--- config.mk ---
export PLATFORM = sky130hd
export DESIGN_NAME = block_fetch_flat
export DESIGN_NICKNAME = d
export VERILOG_FILES = /design/src/rtl/npu_pkg.sv /design/src/rtl/block_fetch_if.sv /design/src/rtl/block_addr_gen.sv /design/src/rtl/block_fetch.sv /design/src/flat_wrapper.sv
export SDC_FILE = /design/constraint.sdc
export NUM_CORES = 1
export LEC_CHECK = 0
export CAP_MARGIN = 0
export CORE_UTILIZATION = 41
export DETAILED_ROUTE_END_ITERATION = 6
export SYNTH_ARGS = -nofsm -noshare
export SYNTH_HDL_FRONTEND = slang
export SYNTH_SLANG_ARGS = --single-unit
--- constraint.sdc ---
create_clock -name clk -period 9.8 [get_ports clk]
set_input_delay 1.96 -clock clk [delete_from_list [all_inputs] [get_ports clk]]
set_output_delay 1.96 -clock clk [all_outputs]
set_load 0.01 [all_outputs]
--- src/rtl/npu_pkg.sv ---
`default_nettype none
// +----------------------------------------------------------------------------+
// | Module      : npu_pkg                                                      |
// | Description : Shared NPU types and default widths. Holds the fetch state   |
// |               encoding and a helper for index widths.                      |
// | Revision    : 1.0 - initial release                                        |
// +----------------------------------------------------------------------------+
package npu_pkg;

  localparam int DATA_W_DEF = 16;
  localparam int DIM_W_DEF  = 10;
  localparam int ADDR_W_DEF = 10;

  typedef enum logic [1:0] {
    ST_IDLE  = 2'd0,
    ST_ISSUE = 2'd1,
    ST_DRAIN = 2'd2,
    ST_DONE  = 2'd3
  } fetch_state_e;

  // Bits needed to index n items; never less than one so the counter and
  // slot buses stay legal for a 1x1 tile.
  function automatic int idx_w(input int n);
    return (n > 1) ? $clog2(n) : 1;
  endfunction

endpackage
`default_nettype wire

--- src/rtl/block_fetch_if.sv ---
`default_nettype none
// +----------------------------------------------------------------------------+
// | Module      : block_fetch_if                                               |
// | Description : Bundle of request, memory-read and tile-output signals for   |
// |               block_fetch.                                                 |
// |   master : requester + memory side (drives start/coords, mem_rd_data,      |
// |            out_ready; observes read strobe/address, block, out_valid)      |
// |   slave  : the fetcher itself                                              |
// | Revision    : 1.0 - initial release                                        |
// +----------------------------------------------------------------------------+
interface block_fetch_if
  import npu_pkg::*;
#(
  parameter int DATA_W = DATA_W_DEF,
  parameter int J      = 2,
  parameter int K      = 2,
  parameter int DIM_W  = DIM_W_DEF,
  parameter int ADDR_W = ADDR_W_DEF
);
  logic                    start;
  logic [DIM_W-1:0]        start_row;
  logic [DIM_W-1:0]        start_col;
  logic [DIM_W-1:0]        num_rows;
  logic [DIM_W-1:0]        num_cols;
  logic [ADDR_W-1:0]       base_addr;
  logic                    transpose;
  logic                    mem_rd_en;
  logic [ADDR_W-1:0]       mem_rd_addr;
  logic [DATA_W-1:0]       mem_rd_data;
  logic [J*K*DATA_W-1:0]   block;
  logic                    out_valid;
  logic                    out_ready;
  logic                    busy;

  modport master (
    output start, start_row, start_col, num_rows, num_cols, base_addr, transpose,
    output mem_rd_data, out_ready,
    input  mem_rd_en, mem_rd_addr, block, out_valid, busy
  );

  modport slave (
    input  start, start_row, start_col, num_rows, num_cols, base_addr, transpose,
    input  mem_rd_data, out_ready,
    output mem_rd_en, mem_rd_addr, block, out_valid, busy
  );
endinterface
`default_nettype wire

--- src/rtl/block_addr_gen.sv ---
`default_nettype none
// +----------------------------------------------------------------------------+
// | Module      : block_addr_gen                                               |
// | Description : Combinational element mapper. For tile element e returns     |
// |               the memory address, whether the source lies inside the       |
// |               matrix, and the destination slot in the flat tile.           |
// |   in  : e, start_row, start_col, num_rows, num_cols, base_addr, transpose  |
// |   out : addr, in_bounds, slot                                              |
// | Revision    : 1.0 - initial release                                        |
// +----------------------------------------------------------------------------+
module block_addr_gen
  import npu_pkg::*;
#(
  parameter int J      = 2,
  parameter int K      = 2,
  parameter int DIM_W  = DIM_W_DEF,
  parameter int ADDR_W = ADDR_W_DEF,
  parameter int EW     = 2,
  parameter int SW     = 2
) (
  input  logic [EW-1:0]     e,
  input  logic [DIM_W-1:0]  start_row,
  input  logic [DIM_W-1:0]  start_col,
  input  logic [DIM_W-1:0]  num_rows,
  input  logic [DIM_W-1:0]  num_cols,
  input  logic [ADDR_W-1:0] base_addr,
  input  logic              transpose,
  output logic [ADDR_W-1:0] addr,
  output logic              in_bounds,
  output logic [SW-1:0]     slot
);
  localparam int PW = 2*DIM_W + 2;

  logic [31:0]      row_off;
  logic [31:0]      col_off;
  logic [DIM_W:0]   src_r;
  logic [DIM_W:0]   src_c;
  logic [PW-1:0]    lin;

  always_comb begin
    row_off   = 32'(e) / 32'(K);
    col_off   = 32'(e) % 32'(K);
    // One extra bit so start + offset can never wrap back into range.
    src_r     = {1'b0, start_row} + (DIM_W+1)'(row_off);
    src_c     = {1'b0, start_col} + (DIM_W+1)'(col_off);
    in_bounds = (src_r < {1'b0, num_rows}) && (src_c < {1'b0, num_cols});
    lin       = PW'(src_r) * PW'(num_cols) + PW'(src_c);
    // Address deliberately wraps at the memory width.
    addr      = base_addr + ADDR_W'(lin);
    slot      = transpose ? SW'(col_off * 32'(J) + row_off)
                          : SW'(row_off * 32'(K) + col_off);
  end
endmodule
`default_nettype wire

--- src/rtl/block_fetch.sv ---
`default_nettype none
// +----------------------------------------------------------------------------+
// | Module      : block_fetch                                                  |
// | Description : J x K tile fetcher from a synchronous-read, row-major        |
// |               matrix memory into a flat tile register, with optional       |
// |               transpose and zero padding of out-of-range elements.         |
// |   clk, rst_n : clock, asynchronous active-low reset                        |
// |   bus        : block_fetch_if.slave (request, memory read, tile output)    |
// | Revision    : 1.0 - initial release                                        |
// +----------------------------------------------------------------------------+
module block_fetch
  import npu_pkg::*;
#(
  parameter int DATA_W = DATA_W_DEF,
  parameter int J      = 2,
  parameter int K      = 2,
  parameter int DIM_W  = DIM_W_DEF,
  parameter int ADDR_W = ADDR_W_DEF
) (
  input  logic          clk,
  input  logic          rst_n,
  block_fetch_if.slave  bus
);
  localparam int N  = J * K;
  localparam int EW = idx_w(N);
  localparam int SW = idx_w(N);
  localparam int BW = N * DATA_W;

  fetch_state_e      state_q, state_d;
  logic [EW-1:0]     e_q, e_d;
  logic [DIM_W-1:0]  row_q, row_d, col_q, col_d;
  logic [DIM_W-1:0]  nrows_q, nrows_d, ncols_q, ncols_d;
  logic [ADDR_W-1:0] base_q, base_d;
  logic              tr_q, tr_d;
  logic              mem_rd_en_q, mem_rd_en_d;
  logic [ADDR_W-1:0] mem_rd_addr_q, mem_rd_addr_d;
  // Stage a travels with the read strobe; stage b lines up with returned data.
  logic              a_vld_q, a_vld_d, a_inb_q, a_inb_d;
  logic [SW-1:0]     a_slot_q, a_slot_d;
  logic              b_vld_q, b_vld_d, b_inb_q, b_inb_d;
  logic [SW-1:0]     b_slot_q, b_slot_d;
  logic [BW-1:0]     block_q, block_d;
  logic              out_valid_q, out_valid_d;
  logic              busy_q, busy_d;

  logic              start_ok;
  logic              accept;
  logic [EW-1:0]     gen_e;
  logic [DIM_W-1:0]  gen_row, gen_col, gen_nrows, gen_ncols;
  logic [ADDR_W-1:0] gen_base;
  logic              gen_tr;
  logic [ADDR_W-1:0] gen_addr;
  logic              gen_inb;
  logic [SW-1:0]     gen_slot;

  // The read strobe is registered, so the mapper always works one element
  // ahead: on acceptance it maps element 0 from the live request, during
  // ISSUE it maps e_q+1 from the captured request.
  always_comb begin
    start_ok  = (state_q == ST_IDLE) || ((state_q == ST_DONE) && bus.out_ready);
    accept    = bus.start && start_ok;
    gen_e     = accept ? '0 : (e_q + EW'(1));
    gen_row   = accept ? bus.start_row : row_q;
    gen_col   = accept ? bus.start_col : col_q;
    gen_nrows = accept ? bus.num_rows  : nrows_q;
    gen_ncols = accept ? bus.num_cols  : ncols_q;
    gen_base  = accept ? bus.base_addr : base_q;
    gen_tr    = accept ? bus.transpose : tr_q;
  end

  block_addr_gen #(
    .J      (J),
    .K      (K),
    .DIM_W  (DIM_W),
    .ADDR_W (ADDR_W),
    .EW     (EW),
    .SW     (SW)
  ) u_addr_gen (
    .e         (gen_e),
    .start_row (gen_row),
    .start_col (gen_col),
    .num_rows  (gen_nrows),
    .num_cols  (gen_ncols),
    .base_addr (gen_base),
    .transpose (gen_tr),
    .addr      (gen_addr),
    .in_bounds (gen_inb),
    .slot      (gen_slot)
  );

  always_comb begin
    state_d       = state_q;
    e_d           = e_q;
    row_d         = row_q;
    col_d         = col_q;
    nrows_d       = nrows_q;
    ncols_d       = ncols_q;
    base_d        = base_q;
    tr_d          = tr_q;
    mem_rd_en_d   = 1'b0;
    mem_rd_addr_d = mem_rd_addr_q;
    a_vld_d       = 1'b0;
    a_inb_d       = 1'b0;
    a_slot_d      = a_slot_q;
    b_vld_d       = a_vld_q;
    b_inb_d       = a_inb_q;
    b_slot_d      = a_slot_q;
    block_d       = block_q;

    // Every slot is written exactly once per fetch, so no clear is needed.
    if (b_vld_q) begin
      block_d[b_slot_q*DATA_W +: DATA_W] = b_inb_q ? bus.mem_rd_data : '0;
    end

    case (state_q)
      ST_IDLE, ST_DONE: begin
        if (accept) begin
          state_d = ST_ISSUE;
          e_d     = '0;
          row_d   = bus.start_row;
          col_d   = bus.start_col;
          nrows_d = bus.num_rows;
          ncols_d = bus.num_cols;
          base_d  = bus.base_addr;
          tr_d    = bus.transpose;
        end else if (state_q == ST_DONE && bus.out_ready) begin
          state_d = ST_IDLE;
        end
      end
      ST_ISSUE: begin
        if (e_q == EW'(N - 1)) begin
          state_d = ST_DRAIN;
        end else begin
          e_d = e_q + EW'(1);
        end
      end
      default: begin
        state_d = ST_DONE;
      end
    endcase

    if (accept || (state_q == ST_ISSUE && e_q != EW'(N - 1))) begin
      mem_rd_en_d = gen_inb;
      if (gen_inb) begin
        mem_rd_addr_d = gen_addr;
      end
      a_vld_d  = 1'b1;
      a_inb_d  = gen_inb;
      a_slot_d = gen_slot;
    end

    out_valid_d = (state_d == ST_DONE);
    busy_d      = (state_d != ST_IDLE);
  end

  always_ff @(posedge clk or negedge rst_n) begin
    if (!rst_n) begin
      state_q       <= ST_IDLE;
      e_q           <= '0;
      row_q         <= '0;
      col_q         <= '0;
      nrows_q       <= '0;
      ncols_q       <= '0;
      base_q        <= '0;
      tr_q          <= 1'b0;
      mem_rd_en_q   <= 1'b0;
      mem_rd_addr_q <= '0;
      a_vld_q       <= 1'b0;
      a_inb_q       <= 1'b0;
      a_slot_q      <= '0;
      b_vld_q       <= 1'b0;
      b_inb_q       <= 1'b0;
      b_slot_q      <= '0;
      block_q       <= '0;
      out_valid_q   <= 1'b0;
      busy_q        <= 1'b0;
    end else begin
      state_q       <= state_d;
      e_q           <= e_d;
      row_q         <= row_d;
      col_q         <= col_d;
      nrows_q       <= nrows_d;
      ncols_q       <= ncols_d;
      base_q        <= base_d;
      tr_q          <= tr_d;
      mem_rd_en_q   <= mem_rd_en_d;
      mem_rd_addr_q <= mem_rd_addr_d;
      a_vld_q       <= a_vld_d;
      a_inb_q       <= a_inb_d;
      a_slot_q      <= a_slot_d;
      b_vld_q       <= b_vld_d;
      b_inb_q       <= b_inb_d;
      b_slot_q      <= b_slot_d;
      block_q       <= block_d;
      out_valid_q   <= out_valid_d;
      busy_q        <= busy_d;
    end
  end

  assign bus.mem_rd_en   = mem_rd_en_q;
  assign bus.mem_rd_addr = mem_rd_addr_q;
  assign bus.block       = block_q;
  assign bus.out_valid   = out_valid_q;
  assign bus.busy        = busy_q;
endmodule
`default_nettype wire

--- src/flat_wrapper.sv ---
// flat-port wrapper written by rule: the top's interface ports become plain ports
module block_fetch_flat import npu_pkg::*;
#(
  parameter int DATA_W = DATA_W_DEF,
  parameter int J      = 2,
  parameter int K      = 2,
  parameter int DIM_W  = DIM_W_DEF,
  parameter int ADDR_W = ADDR_W_DEF
)
  (clk, rst_n, bus_start, bus_start_row, bus_start_col, bus_num_rows, bus_num_cols, bus_base_addr, bus_transpose, bus_mem_rd_data, bus_out_ready, bus_mem_rd_en, bus_mem_rd_addr, bus_block, bus_out_valid, bus_busy);
  block_fetch_if #(.DATA_W(DATA_W), .J(J), .K(K), .DIM_W(DIM_W), .ADDR_W(ADDR_W)) bus_i ();
  input  logic clk;
  input  logic rst_n;
  input wire logic [$bits(bus_i.start)-1:0] bus_start;
  input wire logic [$bits(bus_i.start_row)-1:0] bus_start_row;
  input wire logic [$bits(bus_i.start_col)-1:0] bus_start_col;
  input wire logic [$bits(bus_i.num_rows)-1:0] bus_num_rows;
  input wire logic [$bits(bus_i.num_cols)-1:0] bus_num_cols;
  input wire logic [$bits(bus_i.base_addr)-1:0] bus_base_addr;
  input wire logic [$bits(bus_i.transpose)-1:0] bus_transpose;
  input wire logic [$bits(bus_i.mem_rd_data)-1:0] bus_mem_rd_data;
  input wire logic [$bits(bus_i.out_ready)-1:0] bus_out_ready;
  output wire logic [$bits(bus_i.mem_rd_en)-1:0] bus_mem_rd_en;
  output wire logic [$bits(bus_i.mem_rd_addr)-1:0] bus_mem_rd_addr;
  output wire logic [$bits(bus_i.block)-1:0] bus_block;
  output wire logic [$bits(bus_i.out_valid)-1:0] bus_out_valid;
  output wire logic [$bits(bus_i.busy)-1:0] bus_busy;
  assign bus_i.start = bus_start;
  assign bus_i.start_row = bus_start_row;
  assign bus_i.start_col = bus_start_col;
  assign bus_i.num_rows = bus_num_rows;
  assign bus_i.num_cols = bus_num_cols;
  assign bus_i.base_addr = bus_base_addr;
  assign bus_i.transpose = bus_transpose;
  assign bus_i.mem_rd_data = bus_mem_rd_data;
  assign bus_i.out_ready = bus_out_ready;
  assign bus_mem_rd_en = bus_i.mem_rd_en;
  assign bus_mem_rd_addr = bus_i.mem_rd_addr;
  assign bus_block = bus_i.block;
  assign bus_out_valid = bus_i.out_valid;
  assign bus_busy = bus_i.busy;
  block_fetch #(.DATA_W(DATA_W), .J(J), .K(K), .DIM_W(DIM_W), .ADDR_W(ADDR_W)) u_core (.clk(clk), .rst_n(rst_n), .bus(bus_i));
endmodule
# Word level (Yosys, flattened, before mapping)
# Index checks and enable logic that the tools add are counted.
dict set report totals {
  in_bits 71
  latchBits 0
  wordCells 69
  memories 0
  out_inout_bits 77
  ram_bits 0
  regBits 139
  mem_bits_ro 0
}
dict set report op_classes {
  reduce_logical 12
  n_lt_le_gt_ge 2
  eq_ne 7
  n_shift 2
  muxes 19
  bitwise 0
  div_mod_pow 0
  addsub 8
  multipliers 1
}
# cell count
set op_table {}
lappend op_table {{$bwmux W64} 1}
lappend op_table {{$shift A16 B34 Y64 const A} 1}
lappend op_table {{$shiftx A16 B34 Y64} 1}
lappend op_table {{$mux W10} 5}
lappend op_table {{$neg A6 Y34} 1}
lappend op_table {{$add A10 B1 Y11} 2}
lappend op_table {{$lt A11 B10 Y1} 2}
lappend op_table {{$add A10 B10 Y10} 2}
lappend op_table {{$mux W16} 1}
lappend op_table {{$mux W2} 7}
lappend op_table {{$mul A11 B10 Y10} 1}
lappend op_table {{$pmux W2 S2} 2}
lappend op_table {{$eq A2 B2 Y1 const B} 3}
lappend op_table {{$add A2 B1 Y2} 2}
lappend op_table {{$logic_and A1 B1 Y1} 4}
lappend op_table {{$ne A2 B2 Y1 const B} 2}
lappend op_table {{$reduce_bool A2 Y1} 2}
lappend op_table {{$mux W1} 3}
lappend op_table {{$reduce_and A3 Y1} 1}
lappend op_table {{$add A2 B1 Y2 const B} 1}
lappend op_table {{$eq A2 B1 Y1 const B} 1}
lappend op_table {{$logic_not A2 Y1} 1}
lappend op_table {{$logic_or A1 B1 Y1} 2}
lappend op_table {{$ne A2 B1 Y1 const B} 1}
lappend op_table {{2 further kinds} 2}

# Longest topological paths before layout
dict set report depth {
  depth_word 9
  ltp_mapped 33
  depth_no_buf 29
}

# Cells and area by module
# Synthesis repeated with hierarchy kept, for this count alone.
dict set report hier_totals {
  cells_unflattened 829
  hier_area_um2 9066.2
}
# module seq_area_each_um2 cells_each area_each_um2 instances
set by_module_without_submodules {}
lappend by_module_without_submodules {block_fetch 3478.3 510 6244.7 1}
lappend by_module_without_submodules {block_addr_gen 0.0 319 2821.5 1}

# Worst setup path before layout
# No wires, ideal clock.
dict set report synth_timing {
  path_type {input-to-reg}
  start {in bus_start}
  end {reg u_core.mem_rd_addr_q[9], in the netlist u_core.bus.mem_rd_addr[9]}
  setup_slack_ps 894
  required_ps 9675
  t_arrival_ps 8781
  setup_time_ps 125
  stages 32
  n_path_buf 5
  path_cell_list {buf_4 inv_4 nor2_8 buf_6 buf_6 clkbuf_1 nand2_1 nand2_1 ha_1 ha_1 clkbuf_8 and4_1 a31oi_1 a22oi_1 nand2_1 fa_1 inv_1 fa_1 inv_1 fa_1 inv_1 fa_1 inv_1 fa_1 inv_1 ha_1 nor2_1 a21oi_1 xnor3_1 xnor3_1 xnor3_1 mux2_4}
}
dict set report synth_between {
  elab_chain_len 6
  word_cells_on_any_way 17
  cone_classes {add/sub: 4; mul: 1; order compare: 2; mux: 6; reduce/logical: 4}
}
# element line
set synth_rtl {}
lappend synth_rtl {{start, declared} flat_wrapper.sv:14} ;# input wire logic [$bits(bus_i.start)-1:0] bus_start;
lappend synth_rtl {{$logic_and A1 B1 Y1 *} block_fetch.sv:61} ;# accept = bus.start && start_ok;
lappend synth_rtl {{$mux W10 *} block_fetch.sv:63} ;# gen_row = accept ? bus.start_row : row_q;
lappend synth_rtl {{net u_core.gen_row[0]} block_fetch.sv:49} ;# logic [DIM_W-1:0] gen_row, gen_col, gen_nrows, gen_ncols;
lappend synth_rtl {{$add A10 B1 Y11 *} block_addr_gen.sv:44} ;# src_r = {1'b0, start_row} + (DIM_W+1)'(row_off);
lappend synth_rtl {{$mul A11 B10 Y10 or $lt A11 B10 Y1 (tied branches)} {block_addr_gen.sv:47, block_addr_gen.sv:46}}
lappend synth_rtl {{$add A10 B10 Y10 or $logic_and A1 B1 Y1 (tied branches)} {block_addr_gen.sv:47, block_addr_gen.sv:46}}
lappend synth_rtl {{$add A10 B10 Y10 or $reduce_and A2 Y1 (tied branches)} --}
lappend synth_rtl {{end signal, assigned} block_fetch.sv:187} ;# mem_rd_addr_q <= mem_rd_addr_d;
lappend synth_rtl {{end, declared} block_fetch.sv:36} ;# logic [ADDR_W-1:0] mem_rd_addr_q, mem_rd_addr_d;
# Mark *: on every way through the listed nets, which the timed path passes. The rest lies on a longest branch.
# A chain may end at the register's enable or synchronous reset.

# Worst setup path after layout
# Ends and elaborated chain as after synthesis.

==> reports/results.ini <==
[sta]
tightest_slew_ps = 874
final.setup.tns_ps = 0
period_share = 0.909
hold_viol = 0
rsz0062_at_grt = false
finClkSkew_ps = 10.8
worst_hold_slack_ps = 348
maxClockFrequency_ghz = 0.112
relSlewSlack = 0.418
fin_crit_ps = 8910
setup_violations = 0
final_max_slew_viol_count = 0

[layout]
nFillCells = 1938
final_area_um2 = 11300
layout-drive-gt1-share = 0.122
syn2layout_area_growth_pct = 25.9
layout.nets = 1196
diodes = 0
post-route-util = 0.531

[drt]
dr.pass1.iters = 6
route.detailed.drc = 0
vias = 6826
postRouteAntennaNets = 0
via_per_inst = 5.18
wl_per_cell_um = 17.2
first_iter_violations = 394
wl_um = 22700

[clocking]
post_cts_buffers = 0
cts-root-buf = clkbuf_16
clk_path_buf_depth = 2
cts_resized = 0
cts_max_level = 4
cts_tree = built
cts_made_buffers = 17
path_clk_slew_ps = 60
cts.sinks = 139
cts_hold_buf = 0
clk_latency_ps = 430

[global_route]
top_usage_layer = met2
grt_max_degree = 72
met3_usage = 0.0372
globalRouteMet2Util = 0.356
grt_pass1_wl_um = 36500
globalRouteTotalUtil = 0.215
grt_overflow = 0
met1_usage = 0.285
grt_pass1_vias = 6719
antenna_found_initial = 0

[place]
port_buffers = 147
routabilityCongestion = 0.846
dpl-instance-area_um2 = 10700
hpwlAfterDp_um = 17100

[yosys]
synth_edf_count = 0
syn-instance-count = 886
syn_avg_cell_area_um2 = 10.1
ys_seq_elements = 139
ys.warnings.count = 0
synth.most_common_cell = nand2_1
ys_top_cells_by_count = 172 x nand2_1, 139 x dfrtp_1, 87 x inv_1
yosysTopAreaCell = dfrtp_1
synth_fp_nets = 1053
seq_area_frac_synth = 0.389
synth.top_cell.area_share = 0.389
synth-async-reset-ratio = 1.00
synth_ff_type = dfrtp_1
synth_area_leaders = dfrtp_1 39%, fa_1 8.7%, ha_1 8.0%
synth_area_um2 = 8950
synth_cell_types = 66

[worst_setup_path]
path_class = input pin to flop
worstPathMaxFanout = 9
cp-end-kind = flop
start_kind = input pin
cp.arrival_ps = 9230
critPathMaxStageDelay_ps = 820
cp.required_ps = 10110
crit_slowest_cell = clkdlybuf4s50_1

[outcome]
status = completed

[floorplanning]
io_pins = 148
die_h_um = 150
start_util = 0.422
rows = 53
dieArea_um2 = 22400
die_w_um = 150
fp.coreArea_um2 = 21200

[run]
maxCapViolCount = 0

[min_path]
min_path_type = flop to flop

## placed cells by master, fill, tap and decap left out, drive strengths merged, types with 11 or more instances in the layout
cell type,instances
o21ai,78
nand3,18
nor3,12
inv,96
clkdlybuf4s50,146
mux2,64
xor2,13
dfrtp,139
nand2,176
mux2i,29
a21oi,19
fa,39
and2,13
ha,57
buf,11
xnor2,17
nor2,24
clkbuf,17
## registers in the layout (all words and copies together), names as in the netlist, 10 cells and up
register,count
u_core.col_q,10
u_core.bus.mem_rd_addr,10
u_core.nrows_q,10
u_core.ncols_q,10
u_core.row_q,10
u_core.base_q,10
u_core.bus.block,64
## layer usage
metal  vias to the layer above  share of wire
met1                      3340           0.45
met5                         -              0
met2                       222           0.47
li1                       3240              -
met4                         0          0.016
met3                        24          0.058
## worst max-delay path: cells and delay by family
family | cells | cell delay, ps
simple gates | 6 | 690
buf+inv | 5 | 1060
mux | 2 | 740
compound gates | 2 | 230
xor+xnor | 4 | 1270
fa+ha+maj | 8 | 3280
## through the flow
| stage | cells | worst slack, ps |
|---|---|---|
| finish | 1317 | 887 |
| global route | 1317 | 478 |
| CTS | 1317 | 892 |
| detailed placement | 1285 | 449 |
| global placement | 1285 | 531 |
| floorplan | 886 | 894 |
## cell type report
class                           count  area (um2)  share of cell area
Inverter                           88         333              0.0295
Sequential cell                   139        3480               0.309
Tap cell                          275         344              0.0305
Timing Repair Buffer              157        1550               0.137
Clock inverter                     15         178              0.0158
Multi-Input combinational cell    626        4970               0.441
Clock buffer                       17         425              0.0377
## logic make-up after synthesis
family	synth area share
and+or+nand+nor	0.137
DFF	0.389
AOI/OAI and AO/OA	0.0878
buffers and inverters	0.0573
adders and majority gates	0.167
muxes	0.115
xor gates and xnor gates	0.0478
## worst paths after layout
path,from,endpoint,slack [ps],depth (start not counted)
worst max-delay path,bus_start,u_core.bus.mem_rd_addr[9],890,27
worst min-delay path,u_core.a_vld_q,u_core.b_vld_q,350,0
worst max register to register,u_core.state_q[0],u_core.bus.mem_rd_addr[9],2300,27
worst min register to register,u_core.a_vld_q,u_core.b_vld_q,350,0
max in group asynchronous,rst_n,u_core.bus.block[48],6920,2
min in group asynchronous,rst_n,u_core.bus.block[38],1530,1
Power is left out: the tool's default activity adds up to more than one toggle a clock period on the data nets, which glitch-free logic cannot reach.
